===== src/rtl/ucc_pkg.sv =====
// ---------------------------------------------------------------------------
// ucc_pkg
// Shared definitions for the untrusted-code-compartment (UCC) tracker and
// the stack-protection stage that consumes its state.
//   ADDR_W        : program-counter width
//   RESET_HANDLER : address whose execution releases the RST state
//   ucc_state_e   : state encoding exported on ucc_state
// ---------------------------------------------------------------------------
package ucc_pkg;

  localparam int ADDR_W = 16;

  localparam logic [ADDR_W-1:0] RESET_HANDLER = 16'h0000;

  // Encoding is visible on the ucc_state port, so the values are fixed
  // rather than left to the synthesis tool.
  typedef enum logic [1:0] {
    NOT_UCC = 2'b00,
    IN_UCC  = 2'b01,
    IRQ_ST  = 2'b10,
    RST_ST  = 2'b11
  } ucc_state_e;

endpackage


===== src/rtl/ucc_state_fsm_if.sv =====
// ---------------------------------------------------------------------------
// ucc_state_fsm_if
// Bundles the core-side inputs and the tracker outputs.
//   pc           : current program counter (core -> tracker)
//   irq          : interrupt accepted this cycle (core -> tracker)
//   violation_in : registered violation from stack protection
//   ucc_state    : tracker state, ucc_state_e encoding
//   outside_ucc  : pc lies outside the UCC region (combinational)
//   reset        : MCU reset request, high while in RST
// The master modport is the driving side (core / bench), slave is the
// tracker itself.
// ---------------------------------------------------------------------------
interface ucc_state_fsm_if;
  import ucc_pkg::*;

  logic [ADDR_W-1:0] pc;
  logic              irq;
  logic              violation_in;
  logic [1:0]        ucc_state;
  logic              outside_ucc;
  logic              reset;

  modport master (
    output pc, irq, violation_in,
    input  ucc_state, outside_ucc, reset
  );

  modport slave (
    input  pc, irq, violation_in,
    output ucc_state, outside_ucc, reset
  );

endinterface


===== src/rtl/ucc_region_cmp.sv =====
// ---------------------------------------------------------------------------
// ucc_region_cmp
// Combinational bounds comparator for the UCC region.
//   addr      : address under test
//   in_region : REGION_MIN <= addr <= REGION_MAX (unsigned, inclusive)
//   is_entry  : addr is the single legal entry point (REGION_MIN)
// ---------------------------------------------------------------------------
module ucc_region_cmp
  import ucc_pkg::*;
#(
  parameter logic [ADDR_W-1:0] REGION_MIN = 16'hE000,
  parameter logic [ADDR_W-1:0] REGION_MAX = 16'hE0FF
) (
  input  logic [ADDR_W-1:0] addr,
  output logic              in_region,
  output logic              is_entry
);

  // The region has no wrap-around, so a plain pair of unsigned compares
  // is sufficient.
  assign in_region = (addr >= REGION_MIN) && (addr <= REGION_MAX);
  assign is_entry  = (addr == REGION_MIN);

endmodule


===== src/rtl/ucc_state_fsm.sv =====
// ---------------------------------------------------------------------------
// ucc_state_fsm
// Tracks control flow into, within and out of the untrusted code
// compartment and enforces single-entry / single-exit, including the
// return address of any interrupt taken while inside the compartment.
// Ports:
//   clk            : the only clock
//   system_reset_n : asynchronous active-low reset
//   bus            : ucc_state_fsm_if slave (pc, irq, violation_in in;
//                    ucc_state, outside_ucc, reset out)
// ---------------------------------------------------------------------------
module ucc_state_fsm #(
  parameter logic [ucc_pkg::ADDR_W-1:0] UCC_MIN       = 16'hE000,
  parameter logic [ucc_pkg::ADDR_W-1:0] UCC_MAX       = 16'hE0FF,
  parameter logic [ucc_pkg::ADDR_W-1:0] UCC_EXIT      = 16'hE0FE,
  parameter logic [ucc_pkg::ADDR_W-1:0] RESET_HANDLER = ucc_pkg::RESET_HANDLER
) (
  input  logic           clk,
  input  logic           system_reset_n,
  ucc_state_fsm_if.slave bus
);
  import ucc_pkg::*;

  // A misplaced exit or a reset handler inside the region would make the
  // policy unenforceable, so such parameter sets are refused outright.
  if (!((UCC_MIN <= UCC_EXIT) && (UCC_EXIT <= UCC_MAX))) begin : g_bad_exit
    $fatal(1, "ucc_state_fsm: UCC_EXIT must lie within [UCC_MIN, UCC_MAX]");
  end
  if ((RESET_HANDLER >= UCC_MIN) && (RESET_HANDLER <= UCC_MAX)) begin : g_bad_rh
    $fatal(1, "ucc_state_fsm: RESET_HANDLER must lie outside the UCC region");
  end

  ucc_state_e        state;
  ucc_state_e        nxt_state;
  logic              reset_q;
  logic [ADDR_W-1:0] pc_prev;
  logic [ADDR_W-1:0] ret_pc;
  logic              in_region;
  logic              is_entry;

  ucc_region_cmp #(
    .REGION_MIN (UCC_MIN),
    .REGION_MAX (UCC_MAX)
  ) u_region (
    .addr      (bus.pc),
    .in_region (in_region),
    .is_entry  (is_entry)
  );

  // Transition rules. A violation wins over everything; within each state
  // the order of the checks encodes the remaining priorities (e.g. an irq
  // in inUCC beats the exit check of the same cycle).
  function automatic ucc_state_e next_state(
    input ucc_state_e        cur,
    input logic              viol,
    input logic              irq_now,
    input logic              in_reg,
    input logic              entry,
    input logic [ADDR_W-1:0] pc_now,
    input logic [ADDR_W-1:0] pc_last,
    input logic [ADDR_W-1:0] ret_addr
  );
    ucc_state_e res;
    res = RST_ST;
    if (viol) begin
      res = RST_ST;
    end else begin
      case (cur)
        NOT_UCC: begin
          if (!in_reg)
            res = NOT_UCC;
          else if (entry && !irq_now)
            res = IN_UCC;
          else
            res = RST_ST;
        end
        IN_UCC: begin
          if (irq_now)
            res = IRQ_ST;
          else if (in_reg)
            res = IN_UCC;
          else if (pc_last == UCC_EXIT)
            res = NOT_UCC;
          else
            res = RST_ST;
        end
        IRQ_ST: begin
          if (!in_reg)
            res = IRQ_ST;
          else if (pc_now == ret_addr)
            res = IN_UCC;
          else
            res = RST_ST;
        end
        RST_ST: begin
          res = (pc_now == RESET_HANDLER) ? NOT_UCC : RST_ST;
        end
        default: res = RST_ST;
      endcase
    end
    return res;
  endfunction

  assign nxt_state = next_state(state, bus.violation_in, bus.irq, in_region,
                                is_entry, bus.pc, pc_prev, ret_pc);

  // State register with registered reset output. ret_pc is only loaded on
  // the inUCC -> IRQ edge, so nested interrupts outside the region keep the
  // original return address.
  always_ff @(posedge clk or negedge system_reset_n) begin
    if (!system_reset_n) begin
      state   <= RST_ST;
      reset_q <= 1'b1;
      pc_prev <= '0;
      ret_pc  <= '0;
    end else begin
      state   <= nxt_state;
      reset_q <= (nxt_state == RST_ST);
      pc_prev <= bus.pc;
      if ((state == IN_UCC) && (nxt_state == IRQ_ST))
        ret_pc <= bus.pc;
    end
  end

  assign bus.ucc_state   = state;
  assign bus.reset       = reset_q;
  assign bus.outside_ucc = !in_region;

endmodule


===== src/flat_wrapper.sv =====
// flat-port wrapper written by rule: the top's interface ports become plain ports
module ucc_state_fsm_flat import ucc_pkg::*;
#(
  parameter logic [ucc_pkg::ADDR_W-1:0] UCC_MIN       = 16'hE000,
  parameter logic [ucc_pkg::ADDR_W-1:0] UCC_MAX       = 16'hE0FF,
  parameter logic [ucc_pkg::ADDR_W-1:0] UCC_EXIT      = 16'hE0FE,
  parameter logic [ucc_pkg::ADDR_W-1:0] RESET_HANDLER = ucc_pkg::RESET_HANDLER
)
  (clk, system_reset_n, bus_pc, bus_irq, bus_violation_in, bus_ucc_state, bus_outside_ucc, bus_reset);
  ucc_state_fsm_if bus_i ();
  input  logic clk;
  input  logic system_reset_n;
  input wire logic [$bits(bus_i.pc)-1:0] bus_pc;
  input wire logic [$bits(bus_i.irq)-1:0] bus_irq;
  input wire logic [$bits(bus_i.violation_in)-1:0] bus_violation_in;
  output wire logic [$bits(bus_i.ucc_state)-1:0] bus_ucc_state;
  output wire logic [$bits(bus_i.outside_ucc)-1:0] bus_outside_ucc;
  output wire logic [$bits(bus_i.reset)-1:0] bus_reset;
  assign bus_i.pc = bus_pc;
  assign bus_i.irq = bus_irq;
  assign bus_i.violation_in = bus_violation_in;
  assign bus_ucc_state = bus_i.ucc_state;
  assign bus_outside_ucc = bus_i.outside_ucc;
  assign bus_reset = bus_i.reset;
  ucc_state_fsm #(.UCC_MIN(UCC_MIN), .UCC_MAX(UCC_MAX), .UCC_EXIT(UCC_EXIT), .RESET_HANDLER(RESET_HANDLER)) u_core (.clk(clk), .system_reset_n(system_reset_n), .bus(bus_i));
endmodule

===== config.mk =====
export PLATFORM = sky130hd
export DESIGN_NAME = ucc_state_fsm_flat
export DESIGN_NICKNAME = d
export VERILOG_FILES = /design/src/rtl/ucc_pkg.sv /design/src/rtl/ucc_state_fsm_if.sv /design/src/rtl/ucc_region_cmp.sv /design/src/rtl/ucc_state_fsm.sv /design/src/flat_wrapper.sv
export SDC_FILE = /design/constraint.sdc
export NUM_CORES = 1
export LEC_CHECK = 0
export ABC_AREA = 0
export BUFFER_PORTS_ARGS = -buffer_cell sky130_fd_sc_hd__buf_2
export CORE_MARGIN = 4
export CORE_UTILIZATION = 45
export CTS_CLUSTER_DIAMETER = 150
export DETAILED_ROUTE_END_ITERATION = 16
export PLACE_DENSITY = 0.66
export REMOVE_ABC_BUFFERS = 1
export SETUP_SLACK_MARGIN = 0.4
export SLEW_MARGIN = 25
export SYNTH_ARGS = -nofsm -noshare
export SYNTH_HDL_FRONTEND = slang
export SYNTH_HIERARCHICAL = 1
export SYNTH_SLANG_ARGS = --single-unit

===== constraint.sdc =====
create_clock -name clk -period 2.1 [get_ports clk]
set_input_delay 0.315 -clock clk [delete_from_list [all_inputs] [get_ports clk]]
set_output_delay 0.315 -clock clk [all_outputs]
set_load 0.05 [all_outputs]

==> impl_metrics.tcl <==
set metrics [dict create \
    status "finished, final reports clean" \
    syn_inst 110 \
    drc_errors 0 \
    reg2reg_from "u_core/pc_prev[9]$_DFF_PN0_" \
    die_h_um 66.1 \
    grt_pass1_wl_um 5190 \
    multi_input_area_um2 651 \
    cts_tree "yes" \
    synthesis.area_um2 1520 \
    initial_core_util_pct 48.2 \
    wl_um 2980 \
    critPathLaunchType "input pin" \
    ys_seq_area_share_pct 57.9 \
    htreeDepth 2 \
    fin_hold_ws_ns 0.0396 \
    crit_start "bus_pc[9]" \
    cts_sinks 35 \
    path_clk_slew_ns 0.10 \
    die_area_um2 4370 \
    cts_buffer_depth 2 \
    hpwl_um 2250 \
    arrival_ns 1.36 \
    clock.fmax_ghz 0.597 \
    hp-class "input pin to asynchronous set/reset pin" \
    final-setup-viol-count 0 \
    rsz0062_at_grt "true" \
    drtIter0Drc 40 \
    routedWlPerCell_um 16.0 \
    antenna_left 0 \
    critPathKind "input pin to output pin" \
    regArea_um2 880 \
    die_x_um 66.1 \
    p_sw_mw 0.291 \
    nets 161 \
    worstMarginPinSlew_ns 0.762 \
    synth_cell_types 30 \
    hold_viol_final 0 \
    tns_ns 0 \
    power_density_nw_per_um2 723 \
    synth.avg_cell_area_um2 13.8 \
    synth_area_leaders "dfrtp_1 (53%), mux2_2 (12%), xor2_1 (8.6%)" \
    area_growth_pct 19.8 \
    io_pins 24 \
    grt_max_degree 36 \
    std_cell_rows 20 \
    grt-ovfl-total 0 \
    root_buffer "clkbuf_4" \
    clkPwrFrac_pct 38.1 \
    yosys.area.top_type "dfrtp_1" \
    total_power_mw 1.32 \
    leakagePower_nw 0.822 \
    place.gp.congestion 0.816 \
    drt_pass1_iterations 4 \
    finalCritPeriodShare_pct 79.8 \
    fillers 262 \
    grt_pass1_vias 1065 \
    vias_per_cell 5.31 \
    cts_buffers 5 \
    worstSetupEndpointType "output pin" \
    synth_top_area_share_pct 52.7 \
    sequentialPowerShare_pct 54.2 \
    yosys_warnings 6 \
    coreArea_um2 3150 \
    clock_skew_ns 0.00415 \
    power_frac_comb_pct 7.6 \
    fin_crit_ns 1.68 \
    worstSkewPairLatency_ns 0.33 \
    cap_violations 0 \
    p_sw_share_pct 22.1 \
    slew_viol_final 0 \
    drive_above_1_share_pct 44.4 \
    port_buffers 23 \
    slew_headroom_pct 49.2 \
    vias 987 \
    antenna_found_initial 0 \
    grt_usage_pct 16.1 \
    ir_drop_uv 374 \
    path_max_fanout 5 \
    synth_seq_cells 35 \
    worstPathRequired_ns 1.78 \
    n_antenna_cell 0 \
    intPower_mw 1.02 \
]
## power groups by stage
stage | clock network (mW) | registers (mW) | logic (mW)
floorplan | 0 | 0.723 | 0.0393
global placement | 0 | 0.725 | 0.0955
detailed placement | 0 | 0.726 | 0.0981
CTS | 0.514 | 0.713 | 0.100
global route | 0.546 | 0.716 | 0.114
finish | 0.502 | 0.713 | 0.101
## registers in the layout, summed over array words and instances (netlist names)
register              flops
u_core/bus.reset          1
u_core/bus.ucc_state      2
u_core/ret_pc            16
u_core/pc_prev           16
## repair_timing
item,4_1_cts,5_1_grt
pin swaps,1,2
endpoints found under the setup margin,1,17
hold buffers,0,0
buffers inserted,0,1
gates resized for setup,5,3
## stage by stage
stage          instance area [µm²]  setup WS, ns  std cells  utilization [%]
3_5_place_dp                  1690        0.0646        177             53.6
6_report                      1820         0.425        186             57.7
5_1_grt                       1820         0.381        186             57.7
3_3_place_gp                  1690         0.120        177             53.6
4_1_cts                       1790         0.420        185             56.9
2_1_floorplan                 1510         0.211        109                -
## placed cells by master (no fill, tap or decap), types with 3 or more instances in the layout
master,synthesis,final
dfrtp_1,32,32
buf_2,0,22
mux2_2,16,16
xor2_1,15,15
nor4_1,7,7
clkbuf_4,0,5
nor2_1,4,3
nand4b_1,3,3
nand4_1,3,3
nand3_1,3,3
dfstp_2,3,3
## critical path, stage by stage
cell    delay [ns]
buf_2         0.13
or4_4         0.56
nor2_4        0.12
inv_1         0.08
buf_6         0.15
## layout make-up
type                    instances  area share (%)
clock buffers                   6            2.82
clock inverters                 2            1.93
inverters                       2           0.413
multi-input cells              72            35.8
flip-flops and latches         35            48.3
well taps                      44            3.03
repair buffers                 25            7.70
## path summary, 6_finish.rpt
kind,endpoint,slack [ns],cells after the start
setup / recovery,bus_outside_ucc,0.42,5
hold / removal,u_core/ret_pc[2]$_DFFE_PN0P_,0.04,1
setup reg to reg,u_core/bus.ucc_state[1]$_DFF_PN1_,0.46,5
hold reg to reg,u_core/ret_pc[7]$_DFFE_PN0P_,0.54,1
max in group asynchronous,u_core/ret_pc[11]$_DFFE_PN0P_,1.58,1
min in group clk,u_core/pc_prev[7]$_DFF_PN0_,0.14,1
## synth_stat cells
| cell type | instances |
|---|---|
| nor2_1 | 4 |
| o21ai_1 | 1 |
| dfstp_2 | 3 |
| nand2b_1 | 1 |
| buf_4 | 1 |
| nand3_1 | 3 |
| nand2b_2 | 1 |
| inv_1 | 2 |
| xor2_1 | 15 |
| nor4_2 | 1 |
| a31oi_1 | 1 |
| nand4_1 | 3 |
| nor3_1 | 1 |
| dfrtp_1 | 32 |
| nor4_1 | 7 |
| o31ai_2 | 1 |
| mux2_2 | 16 |
| a31o_2 | 1 |
| or2_1 | 1 |
| nor3b_4 | 1 |
| or4_4 | 1 |
| a211oi_2 | 1 |
| and2b_1 | 1 |
| o22ai_1 | 1 |
| a2bb2oi_1 | 1 |
| a21oi_1 | 1 |
| or4_1 | 3 |
| nand4b_1 | 3 |
| xnor2_1 | 1 |
| nor4_4 | 1 |
## cells by family after synthesis
kind of cell | count (synthesis) | share of synthesized area, %
compound gates | 8 | 4.28
xor+xnor | 16 | 9.23
buf+inv | 3 | 0.989
flops | 35 | 57.9
mux | 16 | 11.9
simple gates | 32 | 15.7
## metal layers
metal  GRT usage (%)  wire (µm)  vias up
li1                -          -      468
met1            19.6       1290      497
met2            26.6       1550       17
met3            3.74         97        5
met4            7.36         39        0
met5               0          0        -
Note: power is estimated with default switching activity, not from simulation.
